File: src/rtl/multi_rate_divider.sv
// multi_rate_divider: NUM_CH independent tick generators, each pulsing every (period+1) enabled clocks.
module multi_rate_divider #(
    parameter int NUM_CH  = 4,
    parameter int WIDTH   = 28,
    parameter int CH_BITS = 2
) (
    input  logic               clock,
    input  logic               clear,
    input  logic               wr_en,
    input  logic [CH_BITS-1:0] wr_ch,
    input  logic [WIDTH-1:0]   wr_value,
    input  logic               wr_mode,
    input  logic [NUM_CH-1:0]  enable,
    input  logic               sync,
    output logic [NUM_CH-1:0]  tick,
    output logic [NUM_CH-1:0]  armed,
    input  logic [CH_BITS-1:0] rd_ch,
    output logic [WIDTH-1:0]   rd_count
);
    logic [WIDTH-1:0]  period_q [NUM_CH];
    logic [WIDTH-1:0]  period_d [NUM_CH];
    logic [WIDTH-1:0]  count_q  [NUM_CH];
    logic [WIDTH-1:0]  count_d  [NUM_CH];
    logic [NUM_CH-1:0] mode_q, mode_d;
    logic [NUM_CH-1:0] armed_q, armed_d;
    logic [NUM_CH-1:0] tick_q, tick_d;

    // write > sync > expiry > decrement > hold; one-shot disarms itself on expiry
    always_comb begin
        period_d = period_q;
        count_d  = count_q;
        mode_d   = mode_q;
        armed_d  = armed_q;
        tick_d   = '0;
        for (int c = 0; c < NUM_CH; c++) begin
            if (wr_en && wr_ch == CH_BITS'(c)) begin
                period_d[c] = wr_value;
                count_d[c]  = wr_value;
                mode_d[c]   = wr_mode;
                armed_d[c]  = 1'b1;
            end else if (armed_q[c] && sync) begin
                count_d[c] = period_q[c];
            end else if (armed_q[c] && enable[c]) begin
                if (count_q[c] == '0) begin
                    tick_d[c]  = 1'b1;
                    count_d[c] = mode_q[c] ? '0 : period_q[c];
                    armed_d[c] = ~mode_q[c];
                end else begin
                    count_d[c] = count_q[c] - WIDTH'(1);
                end
            end
        end
    end

    // unmatched select values fall through to 0
    always_comb begin
        rd_count = '0;
        for (int c = 0; c < NUM_CH; c++)
            if (rd_ch == CH_BITS'(c)) rd_count = count_q[c];
    end

    always_ff @(posedge clock or negedge clear) begin
        if (!clear) begin
            period_q <= '{default: '0};
            count_q  <= '{default: '0};
            mode_q   <= '0;
            armed_q  <= '0;
            tick_q   <= '0;
        end else begin
            period_q <= period_d;
            count_q  <= count_d;
            mode_q   <= mode_d;
            armed_q  <= armed_d;
            tick_q   <= tick_d;
        end
    end

    assign tick  = tick_q;
    assign armed = armed_q;
endmodule

File: config.mk
export PLATFORM = sky130hd
export DESIGN_NAME = multi_rate_divider
export DESIGN_NICKNAME = d
export VERILOG_FILES = /design/src/rtl/multi_rate_divider.sv
export SDC_FILE = /design/constraint.sdc
export NUM_CORES = 1
export LEC_CHECK = 0
export CORE_ASPECT_RATIO = 0.6
export CORE_UTILIZATION = 45
export DETAILED_ROUTE_END_ITERATION = 8
export PLACE_DENSITY_LB_ADDON = 0.08
export SYNTH_ARGS = -nofsm -noshare
export SYNTH_HDL_FRONTEND = slang
export SYNTH_SLANG_ARGS = --single-unit
File: constraint.sdc
create_clock -name clock -period 3.31 [get_ports clock]
set_clock_uncertainty 0.05 [all_clocks]
set_input_delay 0.331 -clock clock [delete_from_list [all_inputs] [get_ports clock]]
set_output_delay 0.331 -clock clock [all_outputs]
set_load 0.01 [all_outputs]
Yosys cells after proc, flatten, opt, wreduce, memory -nomap -nowiden
Index checks and enable logic that the tools add are counted.

word-level totals
  bits in registers = 236
  bits in latches = 0
  bits in writable memories = 0
  ROM bits = 0
  input bits = 41
  output and inout bits = 36
  logic and storage cells = 125
  memories kept = 0

cells by class
  $add $sub $neg = 4
  multiply operators = 0
  div/mod/pow operators = 0
  $lt $le $gt $ge = 0
  equal/unequal tests = 10
  shifts and indexed selects = 0
  muxes and demuxes = 56
  bitwise gates (word level) = 4
  reductions and logical operators = 34

operator list
  cell                                                                   number
  28-bit 2-to-1 mux                                                      24
  28-bit zero test                                                       4
  28-bit by 1-bit subtractor with 28-bit output (second input constant)  4
  1-bit 2-to-1 mux                                                       32
  2-bit nonzero test                                                     8
  1-bit logical AND                                                      12
  3-bit AND reduction                                                    4
  3-bit nonzero test                                                     4
  2-bit == test (second input constant)                                  4
  2-bit != test (second input constant)                                  4
  2-bit by 1-bit == test with 1-bit output (second input constant)       2
  2-bit zero test                                                        2
  1-bit inverter                                                         4

Longest topological paths before layout
  word-level depth = 5
  depth in mapped cells = 10
  gate-level depth less buffers = 8

Least setup slack after synthesis
OpenSTA, ideal clock, no wires.

  path type = register -> register
  start = register count_q[79] in the netlist's numbering
  end = register count_q[57] in the netlist's numbering
  setup time = 0.087 ns
  arrival = 2.458 ns
  required time = 3.173 ns
  path slack = 0.715 ns
  stages on the path, launching flop included = 9
  path buffers = 2
  period minus slack after synthesis = 2.595 ns
  cell sequence = dfrtp_1 -> or4_4 -> or4_4 -> or3_1 -> buf_2 -> buf_6 -> nor3b_1 -> o21ai_1 -> a22oi_1

between the ends
  cells in the longest elaborated chain, start to end = 5

RTL lines
  element                 RTL line  text
  start, declared         22        logic [WIDTH-1:0] count_q [NUM_CH];
  start signal, assigned  71        count_q <= count_d;
  28-bit zero test        44        if (count_q[c] == '0) begin
  28-bit 2-to-1 mux       44
  28-bit 2-to-1 mux       43        end else if (armed_q[c] && enable[c]) begin
  28-bit 2-to-1 mux       41        end else if (armed_q[c] && sync) begin
  28-bit 2-to-1 mux       36        if (wr_en && wr_ch == CH_BITS'(c)) begin

Every way passes these cells. The select of a mux whose other input is x is not followed.
A chain may end at the register's enable or synchronous reset.

Final worst setup path
  start = register count_q[71] in the netlist's numbering
  end = register count_q[81] in the netlist's numbering

between the ends
  cells in the longest elaborated chain, start to end = 5
  elaborated cells between the ends (all ways) = 6
  those cells by class = add/sub: 1; mux: 4; reduce/logical: 1

RTL lines
  element                                                                            RTL line
  28-bit by 1-bit subtractor with 28-bit output or 28-bit zero test (tied branches)  49, 44
  28-bit 2-to-1 mux *                                                                44
  28-bit 2-to-1 mux *                                                                43
  28-bit 2-to-1 mux *                                                                41
  28-bit 2-to-1 mux *                                                                36

Every way passes the cells marked *; elsewhere a longest branch is shown, timed or not. The select of a mux whose other input is x is not followed.

==> parameters.txt <==
Parameter                              Value

STA
  Number of failing setup endpoints in the final timing report ... 0
  RSZ-0062 raised after global routing ... no
  Setup TNS Final ... 0 ns
  Count of final hold-check violations ... 0
  Share of the clock period used by the worst path ... 90.0%
  Achievable Freq ... 336 MHz
  Crit path time final ... 2.98 ns
  Final critical-path setup slack ... 0.333 ns
  Max Slew Vio Count ... 0
  Final Hold Slack ... 0.291 ns
  Least-Margin Pin Slew ... 0.872 ns
  Worst-case headroom to the max-slew limit ... 41.8%

Critical path
  Length in cells of the worst reg-to-reg path ... 7
  Critical path arrival ... 3.34 ns
  Worst path cell trace ... or4_1, or4_1, or3_1, buf_4, nand2_1, o31a_1, o21ai_0
  Category of the worst setup path launch point ... flip-flop
  Crit Reg-Reg Startpoint ... count_q[71]
  Highest fanout seen on the critical path ... 9
  Library cell appearing most often on the critical path ... or4_1
  Endpoint type of the worst setup path ... flip-flop
  Worst reg2reg setup slack ... 0.33 ns
  Endpoint of the worst register-to-register path ... count_q[81]
  Largest stage delay, worst path ... 0.63 ns
  Required time at the endpoint of the critical path ... 3.67 ns
  Crit-path slowest cell ... or4_1
  Type of the worst setup path ... flip-flop to flip-flop

Route
  Total number of vias ... 14690
  1st-iter DRT viols ... 2040
  Number of routed nets with antenna violations ... 0
  WL final ... 61.4 mm
  Detail-routed net length per standard cell ... 27.1 um
  1st-pass router iterations ... 7
  Avg Vias per Cell ... 6.48
  # DRC ... 0

Power and ir drop
  Part of the total power dissipated in the clock network ... 30.0%
  P_sw ... 3910 uW
  Internal Dissipation ... 6620 uW
  Pwr/cell area ... 623 mW/mm2
  Switching part of the total power ... 37.1%
  Peak supply drop ... 376 uV
  Post-layout total power ... 10500 uW
  Part of the total power dissipated in sequential elements ... 42.0%
  Combinational Power Share ... 28.0%
  Standby leakage power ... 0.00740 uW

Synth
  Sequential share of the synthesized area ... 41.1%
  Number of enable-type register cells in the synthesized netlist ... 0
  Netlist area before placement ... 0.0144 mm2
  Area share of the leading cell type in the synthesized netlist ... 41.1%
  Top cell type by total area after synthesis ... dfrtp_1
  Synth Net Count ... 1791
  Average cell area after synthesis ... 8.25 um2
  Post-Synthesis Cells ... 1742
  Number of synthesized register bits ... 236
  Count of unique library cells instantiated by Yosys ... 77
  Most frequent cells after synthesis ... nand2_1 (460), dfrtp_1 (236), nor2_1 (139)
  Warnings, synthesis ... 0
  Cell with the most instances after synthesis ... nand2_1
  Share of synthesized flip-flops with an asynchronous set or reset ... 100%
  Area contributors post-synth ... dfrtp_1 (41%), nand2_1 (12%), mux4_2 (4.4%)
  Primary FF master, synth ... dfrtp_1

Clock network
  Skew-Pair Late Insertion Delay ... 0.56 ns
  Number of buffers between clock root and the deepest sink ... 3
  Number of sinks handled by clock tree synthesis ... 236
  Clock-pin transition on the worst setup and hold timing paths ... 0.07 ns
  Setup Buffers After CTS ... 0
  CTS tree ... done
  Number of H-tree levels ... 1
  Clock tree root driver cell ... clkbuf_16
  Clock buffers created by TritonCTS ... 26

Cells and area
  Number of nets in the finished design ... 1877
  Final cell count without fillers ... 2267
  Syn-to-layout area delta ... 17.6%
  Share of cells above drive strength 1 ... 10.3%

Global routing
  Maximum number of pins on one net before global-route repair ... 83
  Total GRT Usage ... 37.9%
  Global-route wire length before repair ... 91.6 mm
  Number of global-route vias before repair ... 13552
  GRT overflow ... 0
  Number of antenna violations at the first check in global routing ... 5

Floorplanning
  Core Region ... 0.0313 mm2
  Standard-cell rows ... 50
  Width of the die ... 233 um
  Initial Util ... 45.9%
  I/O pins ... 77
  Die height ... 140 um
  DIE AREA ... 0.0327 mm2

Flow run
  Max capacitance violation total ... 0

Place
  PortBufs ... 76
  Setup slack after placement ... 0.403 ns
  Post-Place Cells ... 2215
  Post-detailed-placement half-perimeter wirelength ... 44.1 mm
  Gp weighted congestion ... 0.969

Outcome
  Result of the run ... completed

Hold path
  Path class of the lowest-slack min-delay path ... input port to async pin
==> through the flow <==
step / cell area, um2 / utilization, %
final: 16900 / 54.1
after global routing: 16900 / 54.0
after CTS: 16900 / 54.0
after detailed placement: 16000 / 51.1
after global placement: 16000 / 51.1
after floorplan: 14400 / -
==> repair_timing <==
| action | in CTS | in global routing |
|---|---|---|
| endpoints found under the setup margin | 0 | 0 |
| gates resized for setup | 0 | 0 |
| hold endpoints to repair | 78 | 0 |
| hold buffers | 1 | 0 |
==> power by group through the flow <==
stage,combinational [uW],clock (uW),sequential (uW)
floorplan,1800,0,3950
global placement,2860,0,4400
detailed placement,2880,0,4410
CTS,2900,3170,4370
global route,3200,3300,4460
finish,2950,3160,4420
==> worst max path at each step <==
stage                           start     endpoint  cells after the start
after detailed placement  count_q[71]  count_q[61]                      7
after global routing      count_q[71]  count_q[81]                      7
after CTS                 count_q[71]  count_q[81]                      7
after global placement    count_q[71]  count_q[81]                      7
final                     count_q[71]  count_q[81]                      7
after floorplan           count_q[79]  count_q[57]                      8
==> cells by family (layout without fill, tap and decap cells) <==
group           count (synthesis)  after routing  share of synthesized area [%]
simple gates                  871            871                           27.8
flops                         236            236                           41.1
mux                            38             38                           5.11
other cells                     0              3                              0
buf+inv                       133            239                           3.66
xor+xnor                       53             53                           3.23
compound gates                403            403                           18.4
fa+ha+maj                       8              8                          0.697
==> critical path: cells and delay by family (launching register included) <==
| family | cells | cell delay, ns |
|---|---|---|
| simple gates | 4 | 1.86 |
| buf+inv | 1 | 0.26 |
| flops | 1 | 0.44 |
| compound gates | 2 | 0.23 |
==> metal layers <==
layer | vias to the layer above | wire length [um] | share of wire, % | track usage, %
met4 | 2 | 2250 | 3.7 | 13.0
met2 | 952 | 24500 | 40 | 50.3
met5 | - | 23 | 0.037 | 0
met3 | 118 | 7970 | 13 | 9.34
li1 | 6489 | - | - | -
met1 | 7129 | 26700 | 43 | 58.6
==> registers in the layout (all words and copies together) (netlist names) <==
| register | count |
|---|---|
| period_q | 112 |
| count_q | 112 |
| tick | 4 |
| armed | 4 |
| mode_q | 4 |
==> final cells by class <==
| class | instances | area (um2) |
|---|---|---|
| clock buffer | 38 | 787 |
| tap | 416 | 520 |
| inverter | 20 | 75.1 |
| multi-input combinational | 1373 | 7950 |
| fill | 3042 | 14400 |
| timing repair buffer | 171 | 1540 |
| antenna | 3 | 7.51 |
| sequential | 236 | 5910 |
| clock inverter | 10 | 125 |
==> layout by cell type (no fill, tap or decap), types with 22 or more instances in the layout <==
cell type	instances
mux4_2	28
nand4_1	22
and3_1	36
clkbuf_16	27
nand3_1	52
a31oi_1	30
buf_4	89
o21ai_0	100
nand2_1	460
nor2_1	138
clkdlybuf4s50_1	74
nor3_1	28
dfrtp_1	236
xnor2_1	32
a21oi_1	94
Power figures use the tool's default switching activity.
